$ cat src/rtl/register_unloader_if.sv
`default_nettype none
// ============================================================================
// register_unloader_if : parallel load / serial valid-ready bundle  (Rev 1.0)
// ============================================================================
interface register_unloader_if #(
  parameter int WIDTH = 8
);
  logic [WIDTH-1:0] data;
  logic             load;
  logic             ready;
  logic             sout;
  logic             sout_valid;
  logic             sready;
  logic             busy;
  logic             done;

  modport master (
    output data, load, sready,
    input  ready, sout, sout_valid, busy, done
  );

  modport slave (
    input  data, load, sready,
    output ready, sout, sout_valid, busy, done
  );
endinterface
`default_nettype wire

$ cat src/rtl/register_unloader.sv
`default_nettype none
// ============================================================================
// register_unloader : captures a parallel word and shifts it out serially
// Rev 1.0
// ============================================================================
module register_unloader #(
  parameter int WIDTH     = 8,
  parameter bit MSB_FIRST = 1'b1
) (
  input  wire logic            clk,
  input  wire logic            rst_,
  register_unloader_if.slave   bus
);
  localparam int CNT_W = $clog2(WIDTH);
  localparam logic [CNT_W-1:0] C_LAST = CNT_W'(WIDTH - 1);

  typedef enum logic [1:0] {
    S_IDLE  = 2'd0,
    S_SHIFT = 2'd1,
    S_DONE  = 2'd2
  } state_t;

  state_t            r_state;
  logic [WIDTH-1:0]  r_shreg;
  logic [CNT_W-1:0]  r_cnt;
  logic              r_ready;
  logic              r_sout_valid;
  logic              r_busy;
  logic              r_done;

  logic [WIDTH-1:0]  w_shifted;
  logic              w_out_bit;
  logic              w_xfer;

  // The register drains to all-zeros on a completed word and is cleared by
  // reset, so its output end is already 0 in IDLE and DONE without gating.
  generate
    if (MSB_FIRST) begin : g_msb_first
      assign w_shifted = {r_shreg[WIDTH-2:0], 1'b0};
      assign w_out_bit = r_shreg[WIDTH-1];
    end else begin : g_lsb_first
      assign w_shifted = {1'b0, r_shreg[WIDTH-1:1]};
      assign w_out_bit = r_shreg[0];
    end
  endgenerate

  assign w_xfer = r_sout_valid & bus.sready;

  always_ff @(posedge clk) begin
    if (rst_) begin
      r_state      <= S_IDLE;
      r_shreg      <= '0;
      r_cnt        <= '0;
      r_ready      <= 1'b1;
      r_sout_valid <= 1'b0;
      r_busy       <= 1'b0;
      r_done       <= 1'b0;
    end else begin
      case (r_state)
        S_IDLE: begin
          if (bus.load) begin
            r_shreg      <= bus.data;
            r_cnt        <= C_LAST;
            r_state      <= S_SHIFT;
            r_ready      <= 1'b0;
            r_busy       <= 1'b1;
            r_sout_valid <= 1'b1;
          end
        end
        S_SHIFT: begin
          if (w_xfer) begin
            r_shreg <= w_shifted;
            if (r_cnt == '0) begin
              r_state      <= S_DONE;
              r_sout_valid <= 1'b0;
              r_done       <= 1'b1;
            end else begin
              r_cnt <= r_cnt - 1'b1;
            end
          end
        end
        S_DONE: begin
          r_state <= S_IDLE;
          r_done  <= 1'b0;
          r_busy  <= 1'b0;
          r_ready <= 1'b1;
        end
        default: begin
          r_state      <= S_IDLE;
          r_shreg      <= '0;
          r_cnt        <= '0;
          r_ready      <= 1'b1;
          r_sout_valid <= 1'b0;
          r_busy       <= 1'b0;
          r_done       <= 1'b0;
        end
      endcase
    end
  end

  assign bus.ready      = r_ready;
  assign bus.sout       = w_out_bit;
  assign bus.sout_valid = r_sout_valid;
  assign bus.busy       = r_busy;
  assign bus.done       = r_done;
endmodule
`default_nettype wire

$ cat src/flat_wrapper.sv
// flat-port wrapper written by rule: the top's interface ports become plain ports
module register_unloader_flat 
#(
  parameter int WIDTH     = 8,
  parameter bit MSB_FIRST = 1'b1
)
  (clk, rst_, bus_data, bus_load, bus_sready, bus_ready, bus_sout, bus_sout_valid, bus_busy, bus_done);
  register_unloader_if #(.WIDTH(WIDTH)) bus_i ();
  input  wire logic clk;
  input  wire logic rst_;
  input wire logic [$bits(bus_i.data)-1:0] bus_data;
  input wire logic [$bits(bus_i.load)-1:0] bus_load;
  input wire logic [$bits(bus_i.sready)-1:0] bus_sready;
  output wire logic [$bits(bus_i.ready)-1:0] bus_ready;
  output wire logic [$bits(bus_i.sout)-1:0] bus_sout;
  output wire logic [$bits(bus_i.sout_valid)-1:0] bus_sout_valid;
  output wire logic [$bits(bus_i.busy)-1:0] bus_busy;
  output wire logic [$bits(bus_i.done)-1:0] bus_done;
  assign bus_i.data = bus_data;
  assign bus_i.load = bus_load;
  assign bus_i.sready = bus_sready;
  assign bus_ready = bus_i.ready;
  assign bus_sout = bus_i.sout;
  assign bus_sout_valid = bus_i.sout_valid;
  assign bus_busy = bus_i.busy;
  assign bus_done = bus_i.done;
  register_unloader #(.WIDTH(WIDTH), .MSB_FIRST(MSB_FIRST)) u_core (.clk(clk), .rst_(rst_), .bus(bus_i));
endmodule
$ cat config.mk
export PLATFORM = sky130hd
export DESIGN_NAME = register_unloader_flat
export DESIGN_NICKNAME = d
export VERILOG_FILES = /design/src/rtl/register_unloader_if.sv /design/src/rtl/register_unloader.sv /design/src/flat_wrapper.sv
export SDC_FILE = /design/constraint.sdc
export NUM_CORES = 1
export LEC_CHECK = 0
export ABC_AREA = 1
export ABC_CLOCK_PERIOD_IN_PS = 1200
export CAP_MARGIN = 40
export CORE_UTILIZATION = 44
export DETAILED_ROUTE_END_ITERATION = 8
export PLACE_DENSITY = 0.69
export SYNTH_ARGS = -nofsm -noshare
export SYNTH_HDL_FRONTEND = slang
export SYNTH_SLANG_ARGS = --single-unit
$ cat constraint.sdc
create_clock -name clk -period 1.2 [get_ports clk]
set_input_delay 0.24 -clock clk [delete_from_list [all_inputs] [get_ports clk]]
set_output_delay 0.24 -clock clk [all_outputs]
set_load 0.01 [all_outputs]
---- Word-level counts from Yosys, hierarchy flattened ----
Index checks and enable logic that the tools add are counted.
word-level totals
  word-level logic and storage cells ...... 47
  input port bits ......................... 12
  register bits ........................... 17
operators by class
  bitwise logic cells ..................... 4
  mux-type cells .......................... 21
  add/subtract/negate cells ............... 1
  reduce and logical (&&, ||, !) cells .... 8
  eq/ne operators ......................... 6
operator list
  operator                                                               number
  8-bit one-hot mux with 3 select lines                                  1
  8-bit 2-to-1 mux                                                       2
  3-bit 2-to-1 mux                                                       3
  3-bit one-hot mux with 3 select lines                                  1
  3-bit AND reduction                                                    3
  4-bit AND reduction                                                    2
  1-bit 2-to-1 mux                                                       6
  2-bit 2-to-1 mux                                                       3
  1-bit one-hot mux with 2 select lines                                  3
  2-bit by 1-bit != test with 1-bit output, second input constant        2
  2-bit != test, second input constant                                   2
  2-bit one-hot mux with 2 select lines                                  1
  3-bit zero test                                                        1
  1-bit NOT                                                              3
  1-bit one-hot mux with 3 select lines                                  1
  3-bit by 1-bit subtractor with 3-bit output, second input constant     1
  2-bit by 1-bit equality test with 1-bit output, second input constant  1
  2-bit equality test, second input constant                             1
  2-bit zero test                                                        1
  2-bit AND reduction                                                    1
  1-bit bitwise AND                                                      1

---- Logic depth before layout (Yosys ltp) ----
  depth after elaboration ................. 4
  mapped depth ............................ 9

---- Least setup slack after synthesis ----
No wires, ideal clock.
  path kind ............................... register -> register
  from .................................... register u_core.r_cnt[0]
  to ...................................... register u_core.r_cnt[2]
  data arrival time ....................... 1,130 ps
  path slack .............................. -42 ps
  data required time ...................... 1,087 ps
  period minus slack after synthesis ...... 1,242 ps
  stages on the path, launching flop included .. 10
  cell sequence ........................... dfxtp_1 > inv_1 > ha_1 > ha_1 > nand3_1 > nand2_1 > nor2_1 > nand2_1 > nand2_1 > nor2_1
between the ends
  word-level cells in the longest chain between the ends .. 4
  elaborated cells between the ends (all ways) .. 7
  classes of those cells .................. add/sub: 1; eq/ne: 1; mux: 3; reduce/logical: 2
ends and longest elaborated chain
  item                                         line                     source
  from (decl)                                  register_unloader.sv:25  logic [CNT_W-1:0] r_cnt;
  from (signal assigned)                       register_unloader.sv:78  r_cnt <= r_cnt - 1'b1;
  3-bit by 1-bit subtractor with 3-bit output  register_unloader.sv:78
  3-bit 2-to-1 mux                             register_unloader.sv:73  if (r_cnt == '0) begin
  3-bit 2-to-1 mux                             register_unloader.sv:71  if (w_xfer) begin
  3-bit one-hot mux with 3 select lines        register_unloader.sv:59  case (r_state)
Several ways; a longest one is shown, not always the timed one. The select of a mux whose other input is x is not followed.
A chain may end at the register's enable or synchronous reset.

---- Worst setup path after layout ----
  from .................................... register u_core.r_cnt[0]
  to ...................................... register u_core.r_cnt[1]
The elaborated chain is that of the path after synthesis.

==> results.tsv <==
stage	metric	value	unit
layout	finalCoreUtilization	67.0	%
route	antenna_violating_nets_post_route	0	
cts	cts_max_level	1	
synth	syn_area	858	µm²
place	io_buffers	16	
worst_setup_path	crit_chain	inv_2 > ha_4 > ha_4 > nand3_2 > nand4_1 > nand2_1 > nand2_1 > nor2_1	
cts	cts_max_path_buffers	2	
global_routing	grt_pass1_vias	732	
layout	n_fill_cell	168	
worst_setup_path	worstPathRequired	1.43	ns
route	drt_iter0_drc	7	
pwr	powerDensity	1660	nW/µm²
pwr	netSwitchingFraction	37.2	%
layout	diodes	0	
die	die-area	2130	µm²
pwr	p_leak	0.574	nW
pwr	seq_power_share	38.2	%
worst_setup_path	cp_slowest_cell	dfxtp_2	
pwr	power_frac_comb	46.3	%
global_routing	antenna_found_initial	0	
timing	clock.fmax	806	MHz
synth	ys.flop_type	dfxtp_1	
cts	cts_made_buffers	3	
worst_setup_path	worstPathArrival	1.47	ns
worst_setup_path	start_kind	flip-flop	
synth	ys_seq_elements	17	
synth	synth_common_cells	42 x nand2_1, 23 x nor2_1, 17 x dfxtp_1, 14 x inv_1, 8 x o21ai_0	
synth	synth_cell_types	17	
die	start_util	48.1	%
synth	synth_edf_count	0	
timing	rsz0062_at_grt	yes	
global_routing	overflow	0	
cts	clock-sinks	17	
synth	seq_area_frac_synth	39.7	%
place	place_congestion	0.802	
layout	final_nets	170	
cts	path_clk_slew	0.09	ns
global_routing	grt_usage	18.9	%
place	hpwlAfterDp	1340	µm
timing	fin_crit_sh	103	%
pwr	pwr-share-clk	15.4	%
synth	synth_top_cell_by_area	dfxtp_1	
cts	cts_setup_buffers	0	
timing	timing.slew.headroom	87.0	%
die	io-pin-count	17	
synth	synth.most_common_cell	nand2_1	
route	wl_per_cell	10.2	µm
layout	areaGrowthSynthToFinish	39.2	%
synth	yosys-top-cells-area	dfxtp_1 40%, nand2_1 18%, nor2_1 10%, inv_1 6.1%, o21ai_0 4.7%	
route	first_pass_iters	4	
pwr	p_int	1.24	mW
pwr	irDropWorstVdd	1130	µV
status	violations	negative setup slack	
pwr	switchingPower	0.736	mW
timing	min_period	1.24	ns
die	die_w	46.2	µm
cts	cts-hold-fix-buffers	0	
die	rows	15	
die	coreArea	1780	µm²
synth	syn_nets	142	
timing	worst_slew_pin_slew	0.194	ns
synth	synthCells	128	
place	pre_cts_ws	-0.208	ns
route	vias	839	
layout	fin_area	1190	µm²
synth	synth_top_area_share	39.7	%
synth	synth_area_per_cell	6.71	µm²
worst_setup_path	critical_path_peak_fanout	4	
route	drc	0	
timing	fin_skew	0.00589	ns
flow_run	max_cap_violations	0	
place	place_area	1120	µm²
synth	async_flop_share	0	%
route	viasPerCell	4.66	
layout	layout-drive-gt1-share	20.0	%
cts	cts_root_buf	clkbuf_4	
status	outcome	finished, violations left	
worst_setup_path	r2r_slack	-0.04	ns
global_routing	grt_max_degree	16	
worst_setup_path	critPathKind	reg2reg	
worst_setup_path	max_stage_delay	0.34	ns
synth	ys_warn_count	0	
die	die_h	46.2	µm
worst_setup_path	worst_setup_path_end_kind	flip-flop	
cts	clock_latency	0.29	ns
timing	drv_slew	0	
global_routing	grt_pass1_wl	2840	µm
timing	setup_viol_count_final	2	
cts	tritoncts	built	
worst_hold_path	min_path_type	reg2reg	
route	totalWireLength	1830	µm
timing	hold_viol_final	0	
timing	setup_slack	-0.0410	ns
## registers in the layout, summed over array words and instances (netlist names)
| name | count |
|---|---|
| u_core.bus.ready | 1 |
| u_core.bus.done | 1 |
| u_core.bus.busy | 1 |
| u_core.r_shreg | 8 |
| u_core.r_state | 2 |
| u_core.r_cnt | 3 |
| u_core.bus.sout_valid | 1 |
## area by class of cell
| class | count | area, µm² | share of cell area (%) |
|---|---|---|---|
| timing repair buffer | 27 | 254 | 21.3 |
| clock buffer | 4 | 26.3 | 2.20 |
| tap | 25 | 31.3 | 2.62 |
| sequential | 17 | 350 | 29.3 |
| multi-input combinational | 92 | 474 | 39.7 |
| inverter | 15 | 58.8 | 4.92 |
## cells by family after synthesis
logic type	share of synthesized area [%]
AO/OA/AOI/OAI	8.89
adder cells (fa/ha/maj)	2.91
buffers and inverters	10.6
flip-flops	39.7
AND/OR/NAND/NOR	37.9
## power by group through the flow
stage / registers, mW / logic (mW) / clock network, mW
final: 0.757 / 0.917 / 0.306
after global placement: 0.747 / 0.820 / 0
after detailed placement: 0.751 / 0.839 / 0
after global routing: 0.772 / 1.05 / 0.338
after floorplan: 0.756 / 0.567 / 0
after CTS: 0.744 / 0.885 / 0.319
## worst max-delay path: cells and delay by family, from the launching register on
family / cells / cell delay, ns
simple gates: 5 / 0.48
fa+ha+maj: 2 / 0.31
flops: 1 / 0.34
buf+inv: 1 / 0.04
## per-stage QoR
step	power [mW]	TNS (ns)	hold slack, ns	cells
2_1_floorplan	1.32	0	0.309	128
3_3_place_gp	1.57	-1.89	0.446	176
3_5_place_dp	1.59	-2.11	0.451	176
4_1_cts	1.95	-0.141	0.466	180
5_1_grt	2.16	-0.580	0.477	180
6_report	1.98	-0.0806	0.462	180
## layout by cell type, fill, tap and decap left out
cell type,synthesis,final
nor2_1,23,21
clkbuf_1,0,1
clkdlybuf4s15_1,0,1
buf_6,2,1
buf_12,0,1
nand3_2,0,2
ha_4,0,2
o21ai_1,0,1
clkdlybuf4s50_1,0,11
nand2_2,1,2
a21oi_1,6,6
nand4_1,2,2
nor2_4,0,1
a31oi_1,1,1
dfxtp_1,17,13
nand3b_1,1,1
o21ai_0,8,7
clkbuf_4,1,3
nor2_2,0,1
nand2_1,42,41
nand3_1,4,2
buf_4,0,9
inv_1,14,12
nand3_4,2,2
dlygate4sd2_1,0,4
dfxtp_2,0,2
inv_4,0,1
dfxtp_4,0,2
inv_2,1,2
## timing repair
action,CTS,global route
pin swaps,5,5
endpoints found under the setup margin,11,16
gates cloned,0,0
resized for setup,14,11
## final timing paths
kind | cells past startpoint | endpoint | startpoint
hold / removal | 2 | u_core.bus.done$_SDFFE_PP0P_ | u_core.bus.done$_SDFFE_PP0P_
hold reg to reg | 2 | u_core.bus.done$_SDFFE_PP0P_ | u_core.bus.done$_SDFFE_PP0P_
setup / recovery | 8 | u_core.r_cnt[1]$_SDFFE_PP0P_ | u_core.r_cnt[0]$_SDFFE_PP0P_
setup reg to reg | 8 | u_core.r_cnt[1]$_SDFFE_PP0P_ | u_core.r_cnt[0]$_SDFFE_PP0P_
## routing by layer
| layer | up-vias | wire length, µm | track usage, % |
|---|---|---|---|
| met1 | 368 | 847 | 23.3 |
| met5 | - | 0 | 0 |
| met4 | 0 | 42 | 11.2 |
| met2 | 14 | 884 | 30.7 |
| met3 | 6 | 61 | 3.14 |
| li1 | 451 | - | - |
(Power assumes the default switching activity.)
